`src/rtl/alu_pkg.sv`:
```
// Shared opcode definitions and default vector geometry for the ALU arbiter.
package alu_pkg;

    localparam int unsigned DefaultDataWidth  = 32;
    localparam int unsigned DefaultVectorSize = 4;
    localparam int unsigned OpcodeWidth       = 5;

    // Opcodes the downstream vector ALU understands
    typedef enum logic [OpcodeWidth-1:0] {
        OpAdd   = 5'b00001,
        OpSub   = 5'b00010,
        OpMul   = 5'b00011,
        OpAnd   = 5'b01001,
        OpOr    = 5'b01010,
        OpXor   = 5'b01011,
        OpPassA = 5'b10001,
        OpPassB = 5'b10010
    } alu_opcode_e;

    // True when the opcode is one of the defined ALU operations
    function automatic logic is_legal_opcode(input logic [OpcodeWidth-1:0] op);
        logic legal;
        case (op)
            OpAdd, OpSub, OpMul, OpAnd, OpOr, OpXor, OpPassA, OpPassB: legal = 1'b1;
            default:                                                   legal = 1'b0;
        endcase
        return legal;
    endfunction

endpackage

```
`src/rtl/rr_picker.sv`:
```
// Round-robin search: the first requester after the last pointer (wrapping) wins.
module rr_picker #(
    parameter int unsigned NumReq = 4,
    parameter int unsigned IdxW   = $clog2(NumReq)
) (
    input  logic [NumReq-1:0] req_i,
    input  logic [IdxW-1:0]   last_i,
    output logic [NumReq-1:0] grant_o,
    output logic [IdxW-1:0]   idx_o,
    output logic              valid_o
);

    // Scan offsets 1..NumReq from the last pointer; the first hit is kept
    always_comb begin
        int unsigned cand;
        logic [IdxW-1:0] cand_idx;
        grant_o  = '0;
        idx_o    = '0;
        valid_o  = 1'b0;
        cand     = 0;
        cand_idx = '0;
        for (int unsigned k = 1; k <= NumReq; k++) begin
            cand     = (32'(last_i) + k) % NumReq;
            cand_idx = IdxW'(cand);
            if (!valid_o && req_i[cand_idx]) begin
                grant_o[cand_idx] = 1'b1;
                idx_o             = cand_idx;
                valid_o           = 1'b1;
            end
        end
    end

endmodule

```
`src/rtl/alu_arbiter.sv`:
```
// Round-robin arbiter sharing one external vector ALU among NUM_REQ requesters,
// with a single registered response slot (1-cycle latency, full throughput).
// Optional macro ALU_ARBITER_OPCODE_CHECK_EN flags accepted opcodes the ALU
// does not define via o_rsp_err; without it o_rsp_err is tied low.
module alu_arbiter
    import alu_pkg::*;
#(
    parameter int unsigned DATA_WIDTH  = DefaultDataWidth,
    parameter int unsigned VECTOR_SIZE = DefaultVectorSize,
    parameter int unsigned NUM_REQ     = 4
) (
    input  logic                                                i_clk,
    input  logic                                                i_rst,
    input  logic [NUM_REQ-1:0]                                  i_req_valid,
    output logic [NUM_REQ-1:0]                                  o_req_ready,
    input  logic [NUM_REQ-1:0][OpcodeWidth-1:0]                 i_req_opcode,
    input  logic [NUM_REQ-1:0][VECTOR_SIZE-1:0][DATA_WIDTH-1:0] i_req_a,
    input  logic [NUM_REQ-1:0][VECTOR_SIZE-1:0][DATA_WIDTH-1:0] i_req_b,
    output logic [OpcodeWidth-1:0]                              o_alu_opcode,
    output logic [VECTOR_SIZE-1:0][DATA_WIDTH-1:0]              o_alu_a,
    output logic [VECTOR_SIZE-1:0][DATA_WIDTH-1:0]              o_alu_b,
    input  logic [VECTOR_SIZE-1:0][DATA_WIDTH-1:0]              i_alu_result,
    output logic                                                o_rsp_valid,
    input  logic                                                i_rsp_ready,
    output logic [$clog2(NUM_REQ)-1:0]                          o_rsp_id,
    output logic [VECTOR_SIZE-1:0][DATA_WIDTH-1:0]              o_rsp_result,
    output logic                                                o_rsp_err
);

    localparam int unsigned IdW = $clog2(NUM_REQ);

    logic [IdW-1:0]                         last_grant_q, last_grant_d;
    logic                                   rsp_valid_q, rsp_valid_d;
    logic [IdW-1:0]                         rsp_id_q, rsp_id_d;
    logic [VECTOR_SIZE-1:0][DATA_WIDTH-1:0] rsp_result_q, rsp_result_d;

    logic [NUM_REQ-1:0] pick_grant;
    logic [IdW-1:0]     pick_idx;
    logic               pick_valid;
    logic               can_accept;
    logic               accept;

    rr_picker #(
        .NumReq (NUM_REQ),
        .IdxW   (IdW)
    ) u_picker (
        .req_i   (i_req_valid),
        .last_i  (last_grant_q),
        .grant_o (pick_grant),
        .idx_o   (pick_idx),
        .valid_o (pick_valid)
    );

    // Handshake: the slot can take a new result if empty or draining this cycle
    always_comb begin
        can_accept  = !rsp_valid_q || i_rsp_ready;
        o_req_ready = '0;
        if (pick_valid && can_accept && !i_rst) begin
            o_req_ready = pick_grant;
        end
        // The picker only grants valid requesters, so any ready bit is an acceptance
        accept = |(o_req_ready & i_req_valid);
    end

    // Route the granted requester's payload to the ALU; zero when nobody requests
    always_comb begin
        o_alu_opcode = '0;
        o_alu_a      = '0;
        o_alu_b      = '0;
        if (pick_valid) begin
            o_alu_opcode = i_req_opcode[pick_idx];
            o_alu_a      = i_req_a[pick_idx];
            o_alu_b      = i_req_b[pick_idx];
        end
    end

    // Next state for the response slot and the round-robin pointer
    always_comb begin
        last_grant_d = last_grant_q;
        rsp_valid_d  = rsp_valid_q;
        rsp_id_d     = rsp_id_q;
        rsp_result_d = rsp_result_q;
        if (accept) begin
            last_grant_d = pick_idx;
            rsp_valid_d  = 1'b1;
            rsp_id_d     = pick_idx;
            rsp_result_d = i_alu_result;
        end else if (i_rsp_ready) begin
            rsp_valid_d = 1'b0;
        end
    end

    // Response slot and pointer registers; reset leaves requester 0 first in line
    always_ff @(posedge i_clk) begin
        if (i_rst) begin
            last_grant_q <= IdW'(NUM_REQ - 1);
            rsp_valid_q  <= 1'b0;
            rsp_id_q     <= '0;
            rsp_result_q <= '0;
        end else begin
            last_grant_q <= last_grant_d;
            rsp_valid_q  <= rsp_valid_d;
            rsp_id_q     <= rsp_id_d;
            rsp_result_q <= rsp_result_d;
        end
    end

`ifdef ALU_ARBITER_OPCODE_CHECK_EN
    logic rsp_err_q, rsp_err_d;

    // Error flag travels with the result it describes
    always_comb begin
        rsp_err_d = rsp_err_q;
        if (accept) begin
            rsp_err_d = !is_legal_opcode(o_alu_opcode);
        end
    end

    // Error flag register
    always_ff @(posedge i_clk) begin
        if (i_rst) begin
            rsp_err_q <= 1'b0;
        end else begin
            rsp_err_q <= rsp_err_d;
        end
    end

    assign o_rsp_err = rsp_err_q;
`else
    assign o_rsp_err = 1'b0;
`endif

    assign o_rsp_valid  = rsp_valid_q;
    assign o_rsp_id     = rsp_id_q;
    assign o_rsp_result = rsp_result_q;

endmodule

```
`config.mk`:
```
export PLATFORM = sky130hd
export DESIGN_NAME = alu_arbiter
export DESIGN_NICKNAME = d
export VERILOG_FILES = /design/src/rtl/alu_pkg.sv /design/src/rtl/rr_picker.sv /design/src/rtl/alu_arbiter.sv
export SDC_FILE = /design/constraint.sdc
export NUM_CORES = 1
export LEC_CHECK = 0
export ABC_AREA = 1
export ABC_CLOCK_PERIOD_IN_PS = 7800
export BUFFER_PORTS_ARGS = -buffer_cell sky130_fd_sc_hd__buf_4
export CAP_MARGIN = 10
export CORE_AREA = 2 2 617 619
export DETAILED_ROUTE_END_ITERATION = 6
export DIE_AREA = 0 0 619 621
export HOLD_SLACK_MARGIN = 0.05
export PLACE_DENSITY = 0.3
export SLEW_MARGIN = 25
export SYNTH_ARGS = -nofsm -noshare
export SYNTH_HDL_FRONTEND = slang
export SYNTH_SLANG_ARGS = --single-unit
```
`constraint.sdc`:
```
create_clock -name i_clk -period 7.8 [get_ports i_clk]
set_clock_uncertainty 0.2 [all_clocks]
set_input_delay 1.17 -clock i_clk [delete_from_list [all_inputs] [get_ports i_clk]]
set_output_delay 1.17 -clock i_clk [all_outputs]
set_load 0.05 [all_outputs]
```
; ---- After elaboration in Yosys (flattened, before gate mapping)
; Cells that the tools add are included.
[op_classes]
n_addsub = 4
mul = 0
div = 0
n_lt_le_gt_ge = 9
eq_ne = 0
n_shift = 0
n_mux = 40
n_bitwise = 4
n_reduce_logical = 17
[op_table]
columns = cell, count
row1 = $bmux W128 S2, 2
row2 = $mux W128, 4
row3 = $mux W4, 5
row4 = $lt A2 B3 Y1 const B, 5
row5 = $mux W1, 14
row6 = $or A4 B4 Y4, 3
row7 = $bmux W5 S2, 1
row8 = $mux W5, 2
row9 = $logic_and A1 B1 Y1, 9
row10 = $bmux W1 S2, 4
row11 = $demux W1 S2, 4
row12 = $ge A2 B1 Y1 const B, 4
row13 = $mux W2, 4
row14 = $logic_not A1 Y1, 5
row15 = $add A2 B1 Y2 const B, 2
row16 = $add A2 B2 Y2 const B, 2
row17 = $and A4 B4 Y4, 1
row18 = $reduce_or A4 Y1, 1
row19 = $reduce_bool A2 Y1, 1
row20 = $logic_or A1 B1 Y1, 1
[totals]
register_bits = 133
latchBits = 0
ramBits = 0
romBits = 0
input_bits = 1179
output_inout_bits = 397
wordCells = 81
mem_count = 0

; ---- Depth between registers and ports, before layout
[logic_depth]
ltp_word = 19
mapped_depth = 17
ltp_nobuf = 15

; ---- Modules after synthesis
; A second synthesis with hierarchy kept.
[unflattened]
cells_unflattened = 2706
area_unflattened_um2 = 13933.4
[modules_own_cells]
columns = module, n_inst, cells_each, area_per_inst_um2, seq_area_each_um2
row1 = alu_arbiter, 1, 2625, 13397.8, 2662.6
row2 = rr_picker, 1, 81, 535.5, 0.0

; ---- Least setup slack after synthesis
; Ideal clock, no wire load.
[synth_path]
kind = in2out
from = input i_req_valid[2]
to = output o_alu_a[0] (netlist name)
arrival_time_ns = 3.331
required_ns = 6.430
setup_slack_ns = 3.099
stages = 15
path_buffers = 3
cell_sequence = inv_1 -> nand2_1 -> nand2_1 -> nand2_1 -> nand2_1 -> inv_1 -> nand2_1 -> nand3_1 -> buf_4 -> nand2_4 -> buf_4 -> buf_2 -> nand2_1 -> a21o_1 -> a21oi_1
[synth_rtl]
columns = item, line
row1 = from (decl), alu_arbiter.sv:14  ; input logic [NUM_REQ-1:0] i_req_valid,
row2 = to (decl), alu_arbiter.sv:20  ; output logic [VECTOR_SIZE-1:0][DATA_WIDTH-1:0] o_alu_a,

==> summary.txt <==
Power
  • Pwr Total: around 24 mW
  • Leak Pwr: between 15 and 20 nW
  • Sw Ratio: between 70% and 80%
  • P_int: 6.57 mW
  • Clock share of power: 4.1%
  • Comb power frac: 91.8%
  • Net switching power figure: 17.5 mW
  • Pwr dens: 705 mW/mm2
  • Worst IR drop on VDD: 0.299 mV
  • Sequential share of power: 4.1%

Clocking
  • Hold-fix buffers at CTS: 0
  • Post-CTS Setup Repair Bufs: 0
  • # resized after CTS: 0
  • CTS sink count: 133
  • # H-tree levels: 4
  • CTS tree: done
  • CTS buffer count: 25
  • CTS max path bufs: 3
  • Clk pin slew, worst setup/hold paths: 0.06 ns
  • Skew-Pair Late Insertion Delay: 0.51 ns
  • Root Driver: clkbuf_16

STA
  • Fmax: about 140 MHz
  • Final min period: 6.98 ns
  • Hold Violations, Final: 0
  • RSZ-0062 raised after global routing: false
  • Slew margin rel.: 29.1%
  • Hold slack: 0.269 ns
  • Pins Over Slew Limit: 0
  • Least-Margin Pin Slew: between 1 and 1.5 ns
  • Fin crit share: 89.5%
  • Setup ws final: 0.818 ns
  • Fin Setup TNS: 0 ns
  • Final setup fails: 0

Critical path
  • CP max stage cell: nand2_8
  • Worst Path Max Fanout: 59
  • Crit path required time: roughly 6.4 ns
  • CP dominant cell by count: nand2_1
  • WP buf/inv: 5
  • R2R Path Start: last_grant_q[1]$_SDFFE_PP1P_
  • CP Cell Sequence: inv_1 > ha_1 > inv_1 > nand2_1 > nand2_1 > nand3_1 > nand3_4 > nand2_8 > buf_12 > buf_4 > nand2_1 > a21o_1 > a21oi_1 > buf_4
  • Crit-path leading delay family: simple AND/OR/NAND/NOR gates
  • Reg2reg path depth: 15
  • Peak per-stage delay on the critical path: 0.69 ns
  • CP Launch Type: register
  • Reg2reg end: o_rsp_result[28]$_SDFFE_PP0P_
  • WP data arrival: 5.61 ns
  • CP Capture Type: output port
  • R2R Setup Slk: 3.00 ns
  • CP Class: register to output port

Yosys
  • Yosys cell types: 29
  • Most frequent cell after synthesis: nand2_1
  • Seq/Total Area, Yosys: 16.7%
  • Async set-reset flop share out of synthesis: 0%
  • Ys flop type: dfxtp_1
  • Mean post-synth cell area: 5.81 um2
  • Top cells by count, synth: 557 x nand2_1, 280 x nand3_1, 272 x inv_1
  • Syn Nets: 3929
  • Synth area leaders: dfxtp_1 17%, nand2_1 13%, a21o_1 12%, o211ai_1 12%, nand3_1 8.8%
  • Syn. warnings: 0
  • Number of synthesized flops with an enable pin: 0
  • Syn Std Cell Area: 0.0159 mm2
  • #FFs+latches synth: 133
  • Gate count after technology mapping: 2742
  • Cell taking the most area after synthesis: dfxtp_1
  • Top cell type's share of synthesized area: 16.7%

GRT
  • Grt total ovfl: 0
  • First-pass GRT wire length: 382000 um
  • Largest net degree at the start of global routing: 120
  • Overall global routing resource usage: about 16%
  • Initial antenna violation count: around 240
  • Vias in the first global route: 28200

Floorplan
  • Core area: 0.378 mm2
  • Chip Height: 621 um
  • Total I/O pin count: 1576
  • # rows: 226
  • Die X: between 600 and 700 um
  • Initial core utilization: around 4.2%
  • Die footprint: 0.384 mm2

Placement
  • Area post-placement: 0.0334 mm2
  • Port Buf Inserts: 1574
  • Placed Cells: 9112
  • Detail Placement HPWL: 286000 um
  • Dpl ws: about 0.94 ns
  • GP Congestion: approximately 0.9

Drt
  • Via density: 3.01
  • Drt first pass iters: 5
  • Drt total wl: 317000 um
  • WL/cell: 34.5 um
  • Final ANT Viol Nets: 0
  • Residual DRC count: 0
  • Iter 0 DRT Violations: 1597
  • Via count: 27600

Status
  • Status: complete, no violations

Cells and area
  • Syn-to-layout area delta: 114%
  • Fill cell count: between 40000 and 50000
  • Post-Layout Inst Area: between 0.03 and 0.04 mm2
  • Nets: 5310
  • Layout cell share with drive strength beyond 1: 41.0%
  • Layout Cells excl Fill: between 9000 and 10000
  • Fin util: a little under a tenth

Job
  • Max cap viols: 0

Hold path
  • Hold Crit Depth: 2
  • Worst Hold End: o_rsp_id[1]$_SDFFE_PP0P_
  • Hold crit path type: register to register
  • Worst hold start: o_rsp_id[1]$_SDFFE_PP0P_
-- power by group through the flow --
stage / Clock (mW) / Combinational [mW] / Sequential (mW)
5_1_grt: 1.04 / 23.3 / 1.01
6_report: 0.976 / 22.1 / 0.988
3_3_place_gp: 0 / 22.8 / 0.996
3_5_place_dp: 0 / 22.7 / 1.00
2_1_floorplan: 0 / 11.4 / 1.56
4_1_cts: 1.02 / 22.7 / 0.990
-- cells in the final DEF, fill, tap and decap left out, drive strengths merged --
master | synthesis | final
ha | 8 | 8
nand3b | 1 | 1
nor2 | 132 | 132
o21ai | 132 | 132
nor3 | 128 | 128
o21bai | 1 | 1
a21boi | 4 | 4
a21oi | 268 | 268
nand2 | 563 | 563
nand3 | 281 | 281
dfxtp | 133 | 133
buf | 213 | 1641
clkinv | 0 | 2
diode | 0 | 38
clkbuf | 74 | 31
conb | 1 | 1
inv | 277 | 277
o211ai | 261 | 261
a21o | 261 | 261
nand4 | 4 | 4
-- registers in the layout (all words and copies together) (netlist names) --
register      flops
o_rsp_result    128
last_grant_q      2
o_rsp_id          2
o_rsp_valid       1
-- tightest hold or removal path: cells and delay by family (launching register included) --
kind	cells	cell delay [ns]
simple gates	1	0.06
compound gates	1	0.06
flops	1	0.31
-- worst max-delay path by stage --
stage | startpoint | endpoint | depth (start not counted)
floorplan | i_req_valid[2] | o_alu_a[0] | 15
global placement | i_req_valid[3] | o_alu_b[78] | 15
detailed placement | i_req_valid[3] | o_alu_b[71] | 15
CTS | last_grant_q[0]$_SDFFE_PP1P_ | o_alu_b[71] | 13
global route | last_grant_q[0]$_SDFFE_PP1P_ | o_alu_b[71] | 13
finish | last_grant_q[1]$_SDFFE_PP1P_ | o_alu_b[78] | 14
-- area by class of cell --
| type | count | area, um2 | area share (%) |
|---|---|---|---|
| Multi-Input combinational cell | 2045 | 10900 | 31.8 |
| Clock buffer | 31 | 678 | 1.99 |
| Timing Repair Buffer | 1641 | 12500 | 36.7 |
| Clock inverter | 2 | 10.0 | 0.0293 |
| Antenna cell | 38 | 95.1 | 0.278 |
| Tap cell | 5016 | 6280 | 18.4 |
| Sequential cell | 133 | 2660 | 7.80 |
| Inverter | 277 | 1050 | 3.07 |
-- cell families (layout without fill, tap and decap cells) --
kind of cell             Yosys count  after routing  synth area share [%]
AO/OA/AOI/OAI                    927            927                  37.4
buffers and inverters            564           1951                  15.4
flip-flops                       133            133                  16.7
AND/OR/NAND/NOR                 1109           1109                  29.8
adder cells (fa/ha/maj)            8              8                 0.628
other                              1             39                0.0235
-- metal layers --
| metal | global-route usage (%) | up-vias | share of wire, % |
|---|---|---|---|
| met5 | 0 | - | 0.31 |
| li1 | - | 12100 | - |
| met1 | 16.9 | 13500 | 37 |
| met4 | 3.74 | 156 | 3.0 |
| met2 | 28.0 | 1367 | 49 |
| met3 | 7.21 | 442 | 11 |
No activity file was read; power rests on OpenSTA's default activity.
